**src/rtl/demux_rr_dispatch.sv**
```systemverilog
// Round-robin dispatcher feeding a 1-to-4 demux through a one-entry hold register.
// Optional per-channel delivery counters are built when DEMUX_STATS_EN is defined.
module demux_rr_dispatch #(
    parameter int DATA_W  = 8,
    parameter int TIMEOUT = 16,
    parameter int CNT_W   = 16
) (
    input  logic                clk,
    input  logic                rst_n,
    input  logic                in_valid,
    input  logic [DATA_W-1:0]   in_data,
    output logic                in_ready,
    input  logic [3:0]          chan_en,
    input  logic [3:0]          chan_rdy,
    input  logic                flush,
    output logic [1:0]          sel,
    output logic [DATA_W-1:0]   out_data,
    output logic [3:0]          out_valid,
    output logic                err_timeout,
    output logic [7:0]          drop_cnt,
    output logic [4*CNT_W-1:0]  stat_cnt
);

    localparam int WAIT_W = (TIMEOUT > 1) ? $clog2(TIMEOUT) : 1;
    localparam logic [WAIT_W-1:0] WAIT_LAST = WAIT_W'((TIMEOUT > 0) ? TIMEOUT - 1 : 0);

    typedef enum logic {IDLE, HOLD} state_t;

    state_t            state;
    state_t            state_nx;
    logic [1:0]        rr_ptr;
    logic [1:0]        sel_new;
    logic [WAIT_W-1:0] wait_cnt;
    logic              hold;
    logic              retire;
    logic              accept;
    logic              flush_drop;
    logic              timeout_drop;
    logic              found;

    assign hold         = (state == HOLD);
    assign retire       = hold && chan_rdy[sel];
    assign in_ready     = !flush && (chan_en != 4'b0000) && (!hold || retire);
    assign accept       = in_valid && in_ready;
    assign flush_drop   = hold && flush;
    assign timeout_drop = (TIMEOUT != 0) && hold && !retire && !flush
                          && (wait_cnt == WAIT_LAST);
    assign out_valid    = hold ? (4'b0001 << sel) : 4'b0000;

    // First enabled channel at or after rr_ptr, wrapping mod 4
    always_comb begin
        sel_new = rr_ptr;
        found   = 1'b0;
        for (int k = 0; k < 4; k++) begin
            if (!found && chan_en[rr_ptr + 2'(k)]) begin
                sel_new = rr_ptr + 2'(k);
                found   = 1'b1;
            end
        end
    end

    always_comb begin
        state_nx = state;
        unique case (state)
            IDLE: if (accept) state_nx = HOLD;
            HOLD: begin
                if (flush_drop || timeout_drop) state_nx = IDLE;
                else if (accept)                state_nx = HOLD;
                else if (retire)                state_nx = IDLE;
            end
            default: state_nx = IDLE;
        endcase
    end

    always_ff @(posedge clk or negedge rst_n) begin
        if (!rst_n) state <= IDLE;
        else        state <= state_nx;
    end

    always_ff @(posedge clk or negedge rst_n) begin
        if (!rst_n) begin
            rr_ptr   <= 2'd0;
            sel      <= 2'd0;
            out_data <= '0;
            wait_cnt <= '0;
        end else if (accept) begin
            sel      <= sel_new;
            rr_ptr   <= sel_new + 2'd1;
            out_data <= in_data;
            wait_cnt <= '0;
        end else if (hold && !retire) begin
            wait_cnt <= wait_cnt + 1'b1;
        end
    end

    always_ff @(posedge clk or negedge rst_n) begin
        if (!rst_n) begin
            err_timeout <= 1'b0;
            drop_cnt    <= 8'd0;
        end else begin
            if (timeout_drop)
                err_timeout <= 1'b1;
            if ((flush_drop || timeout_drop) && drop_cnt != 8'hFF)
                drop_cnt <= drop_cnt + 8'd1;
        end
    end

`ifdef DEMUX_STATS_EN
    // A flushed beat never counts as delivered, even if its channel was ready
    logic deliver;
    assign deliver = retire && !flush;

    for (genvar i = 0; i < 4; i++) begin : g_stat
        logic [CNT_W-1:0] cnt;
        always_ff @(posedge clk or negedge rst_n) begin
            if (!rst_n)
                cnt <= '0;
            else if (deliver && sel == 2'(i) && !(&cnt))
                cnt <= cnt + 1'b1;
        end
        assign stat_cnt[i*CNT_W +: CNT_W] = cnt;
    end
`else
    assign stat_cnt = '0;
`endif

endmodule

```
**config.mk**
```make
export PLATFORM = sky130hd
export DESIGN_NAME = demux_rr_dispatch
export DESIGN_NICKNAME = d
export VERILOG_FILES = /design/src/rtl/demux_rr_dispatch.sv
export SDC_FILE = /design/constraint.sdc
export NUM_CORES = 1
export LEC_CHECK = 0
export ABC_AREA = 1
export CORE_UTILIZATION = 45
export CTS_BUF_LIST = sky130_fd_sc_hd__clkbuf_4 sky130_fd_sc_hd__clkbuf_8
export CTS_CLUSTER_DIAMETER = 40
export CTS_CLUSTER_SIZE = 12
export DETAILED_ROUTE_END_ITERATION = 6
export PLACE_DENSITY = 0.93
export RECOVER_POWER = 50
export SLEW_MARGIN = 20
export SYNTH_ARGS = -nofsm -noshare
export SYNTH_HDL_FRONTEND = slang
export SYNTH_SLANG_ARGS = --single-unit
```
**constraint.sdc**
```tcl
create_clock -name clk -period 2.6 [get_ports clk]
set_input_delay 0.26 -clock clk [delete_from_list [all_inputs] [get_ports clk]]
set_output_delay 0.26 -clock clk [all_outputs]
set_load 0.1 [all_outputs]
```
# After elaboration in Yosys (flattened, before gate mapping)
# Cells that the tools add are included.
[word_totals] register_bits=26 output_inout_bits=88 elab_cells=68
[op_classes] add_sub_neg=6 n_lt_le_gt_ge=5 n_eq_ne=2 shift=1 muxes=24 bitwise=1 n_reduce_logical=22
[op_table] cell="$lt 2x3->1 const B" count=5
[op_table] cell="$logic_and 1x1->1" count=12
[op_table] cell="$mux 1" count=12
[op_table] cell="$mux 4" count=3
[op_table] cell="$bmux 1 s2" count=5
[op_table] cell="$add 8x1->8 const B" count=1
[op_table] cell="$ne 8x8->1 const B" count=1
[op_table] cell="$logic_not 1->1" count=6
[op_table] cell="$mux 2" count=3
[op_table] cell="$add 2x1->2 const B" count=2
[op_table] cell="$add 2x2->2 const B" count=2
[op_table] cell="$add 4x1->4 const B" count=1
[op_table] cell="$eq 4x4->1 const B" count=1
[op_table] cell="$reduce_bool 4->1" count=1
[op_table] cell="$shl 1x2->4 const A" count=1
[op_table] cell="$logic_or 1x1->1" count=2
[op_table] cell="$pmux 1 s2" count=1
[op_table] cell="$reduce_bool 2->1" count=1
[op_table] cell="$not 1->1" count=1

# Longest topological paths before layout
[depth] depth_word=13 ltp_mapped=14 depth_no_buf=13

# Least setup slack after synthesis
# No wires, ideal clock.
[synth_path] kind="flip-flop to output port" from="register sel[1]" to="output port out_valid[2]" t_arrival_ps=3291 slack_ps=-951 path_stages_with_launch=3 cell_sequence="dfrtp_1 inv_1 nor3_1"
[synth_via] elab_chain_len=2
[synth_lines] item="start, declared" line="16" text="output logic [1:0] sel,"
[synth_lines] item="start signal, assigned" line="87" text="sel <= sel_new;"
[synth_lines] item="$shl 1x2->4" line="48" text="assign out_valid = hold ? (4'b0001 << sel) : 4'b0000;"
[synth_lines] item="$mux 4" line="48"
[synth_lines] item="end, declared" line="18" text="output logic [3:0] out_valid,"
# No other way between the ends.

# Worst setup path in the final report
[layout_path] from="register sel[0]" to="register rr_ptr[1]"
[layout_via] elab_chain_len=6
[layout_lines] item="$bmux 1 s2" line="42" text="assign retire = hold && chan_rdy[sel];"
[layout_lines] item="$mux 1 (not written as such)" line="42"
[layout_lines] item="$logic_and 1x1->1" line="42"
[layout_lines] item="$logic_or 1x1->1" line="43" text="assign in_ready = !flush && (chan_en != 4'b0000) && (!hold || retire);"
[layout_lines] item="$logic_and 1x1->1" line="43"
[layout_lines] item="$logic_and 1x1->1" line="44" text="assign accept = in_valid && in_ready;"
[layout_lines] item="end signal, assigned" line="88" text="rr_ptr <= sel_new + 2'd1;"
[layout_lines] item="end, declared" line="31" text="logic [1:0] rr_ptr;"
# No other way between the ends. The select of a mux whose other input is x is not followed.
# A chain may end at the register's enable or synchronous reset.

==> results.sh <==
export IMPL_p_leak_nw=1.32
export IMPL_synthTopCellsByArea="dfrtp_1, buf_4, nand2_1"
export IMPL_post_cts_resized=0
export IMPL_layout_drive_gt1_share_pct=11.3
export IMPL_crit_required_ps=2810
export IMPL_clk_pin_slew_ps=90
export IMPL_crit_top_cell="nand2_1"
export IMPL_ys_flop_type="dfrtp_1"
export IMPL_via_per_inst=4.55
export IMPL_yosys_area_top_type="dfrtp_1"
export IMPL_gr_usage_all_layers_pct=16.3
export IMPL_syn_area_sq_um=2130
export IMPL_pre_cts_slack_ps=526
export IMPL_cts_setup_buffers=0
export IMPL_rsz0062_at_grt="false"
export IMPL_core_area_sq_um=4440
export IMPL_num_io_pins=108
export IMPL_finalWorstSetupSlack_ps=617
export IMPL_start_kind="flip-flop"
export IMPL_synth_edf_count=0
export IMPL_grt_pass1_wl_um=6710
export IMPL_slew_headroom_pct=8.70
export IMPL_crit_arrival_ps=2190
export IMPL_worstSkewPairLatency_ps=270
export IMPL_num_vias=1770
export IMPL_r2r_setup_slack_ps=620
export IMPL_avgSynthCellArea_sq_um=7.23
export IMPL_numCtsBuffers=3
export IMPL_power_density_nw_per_um2=1410
export IMPL_yosysUniqueCellTypes=27
export IMPL_grt_max_degree=27
export IMPL_r2r_start="sel[0]$_DFFE_PN0P_"
export IMPL_fin_skew_ps=4.13
export IMPL_violations="design-rule violations"
export IMPL_rows=24
export IMPL_maxSlewViolCount=0
export IMPL_setup_violations=0
export IMPL_fin_crit_sh_pct=76.3
export IMPL_r2r_end="rr_ptr[1]$_DFFE_PN0P_"
export IMPL_ys_seq_area_share_pct=30.5
export IMPL_ant_nets=0
export IMPL_reg2reg_depth=11
export IMPL_drc=14
export IMPL_tightest_slew_ps=1370
export IMPL_hold_viol=0
export IMPL_maxCapViolations=0
export IMPL_fin_nets=360
export IMPL_synth_top_cell_area_share_pct=30.5
export IMPL_gp_congestion=0.927
export IMPL_crit_fanout=15
export IMPL_io_buffers=43
export IMPL_grt_overflow_total=0
export IMPL_path_cells="nor3b_1, nor2_2, nand2_4, nand2_1, inv_2, nand2_4, inv_2, nand3_1, nand2_1, nand2_1, nand2_1"
export IMPL_criticalPathCategory="reg2reg"
export IMPL_cts_root_buffer="clkbuf_8"
export IMPL_yosysWarnings=0
export IMPL_hp_start="err_timeout$_DFFE_PN0P_"
export IMPL_fillCellCount=414
export IMPL_status="complete, but fails checks"
export IMPL_syn2layout_area_growth_pct=9.33
export IMPL_async_flop_share_pct=100
export IMPL_clock_sinks=26
export IMPL_fin_area_sq_um=2330
export IMPL_slowest_stage="dfrtp_1"
export IMPL_antenna_found_initial=0
export IMPL_max_freq_mhz=504
export IMPL_cts_hold_buf=0
export IMPL_drt_pre_antenna_iters=7
export IMPL_dp_hpwl_um=3060
export IMPL_h_tree_depth=1
export IMPL_hold_path_class="reg2reg"
export IMPL_die_x_um=70.9
export IMPL_cp_end_kind="flip-flop"
export IMPL_diodes=0
export IMPL_ys_seq_elements=26
export IMPL_fin_crit_ps=1980
export IMPL_dieArea_sq_um=5020
export IMPL_die_y_um=70.9
export IMPL_p_total_mw=3.28
export IMPL_finish_utilization_pct=52.5
export IMPL_drtIter0Drc=68
export IMPL_whs_path_depth=2
export IMPL_synthesis_instances=295
export IMPL_whs_ps=476
export IMPL_clockBufferDepth=2
export IMPL_routed_wl_um=3940
export IMPL_place_area_sq_um=2330
export IMPL_startpoint="sel[0]$_DFFE_PN0P_"
export IMPL_start_util_pct=48.0
export IMPL_ir_drop_mv=0.850
export IMPL_grt_pass1_vias=1587
export IMPL_routedWlPerCell_um=10.1
export IMPL_tritoncts="yes"
export IMPL_min_to="err_timeout$_DFFE_PN0P_"
export IMPL_critPathMaxStageDelay_ps=500
## Yosys cell counts (4+ instances only)
| library cell | instances |
|---|---|
| nand2_1 | 101 |
| buf_4 | 67 |
| nand3_1 | 29 |
| dfrtp_1 | 26 |
| inv_1 | 16 |
| nor3_1 | 7 |
| inv_2 | 5 |
| nand4_1 | 5 |
| a21oi_1 | 4 |
| nand2_4 | 4 |
| xnor2_1 | 4 |
| xor2_1 | 4 |
## worst max-delay path: cells and delay by family (launching register included)
kind                   cells  cell delay, ps
buffers and inverters      2             320
DFF                        1             500
and+or+nand+nor            9            1080
## cells by family after synthesis
family | count (synthesis) | share of synthesized area [%]
AO/OA/AOI/OAI | 9 | 2.40
XOR/XNOR | 8 | 3.28
buffers and inverters | 90 | 28.0
flip-flops | 26 | 30.5
AND/OR/NAND/NOR | 159 | 34.4
adder cells (fa/ha/maj) | 2 | 1.17
other | 1 | 0.176
## flip-flops by register name, indices dropped and copies added, names as in the netlist, named ones only
| signal | count |
|---|---|
| drop_cnt | 8 |
| hold | 1 |
| out_data | 8 |
| rr_ptr | 1 |
| wait_cnt | 4 |
| err_timeout | 1 |
| sel | 2 |
## stage by stage
| step | TNS, ps | std cells |
|---|---|---|
| after floorplan | -400 | 358 |
| after global placement | 0 | 385 |
| after detailed placement | 0 | 385 |
| after CTS | 0 | 389 |
| after global routing | 0 | 389 |
| final | 0 | 389 |
## worst max path at each step
| stage | end | cells past startpoint | slack, ps |
|---|---|---|---|
| detailed placement | rr_ptr[1]$_DFFE_PN0P_ | 12 | 530 |
| global route | rr_ptr[1]$_DFFE_PN0P_ | 11 | 440 |
| finish | rr_ptr[1]$_DFFE_PN0P_ | 11 | 620 |
| global placement | rr_ptr[1]$_DFFE_PN0P_ | 12 | 640 |
| CTS | rr_ptr[1]$_DFFE_PN0P_ | 11 | 600 |
| floorplan | out_valid[2] | 2 | -160 |
## per-layer routing
metal	global-route usage [%]	vias up	part of all wire (%)
li1	-	885	-
met1	20.3	782	42
met2	29.9	99	50
met3	1.57	4	6.8
met4	4.67	0	1.1
met5	0	-	0
## power breakdown
part           switching, mW  internal, mW
sequential             0.184         0.537
clock                  0.123         0.135
combinational           1.87         0.431
## final cells by class
type	instances	area, sq um	area share [%]
repair buffers	44	342	14.6
inverters	21	78.8	3.38
flip-flops and latches	26	651	27.9
multi-input cells	242	1140	48.9
clock buffers	4	55.1	2.36
well taps	52	65.1	2.79
## cells in the final DEF (no fill, tap or decap), drive strengths merged
cell type,count
nor3b,2
buf,12
xnor2,4
ha,2
nor2,5
inv,21
conb,64
clkdlybuf4s50,18
dlygate4sd3,1
nand3,31
a21oi,4
nand4,5
nor3,8
o21ai,4
nand2,108
xor2,4
clkbuf,17
o21a,1
dfrtp,26
No activity file was read; power rests on OpenSTA's default activity.
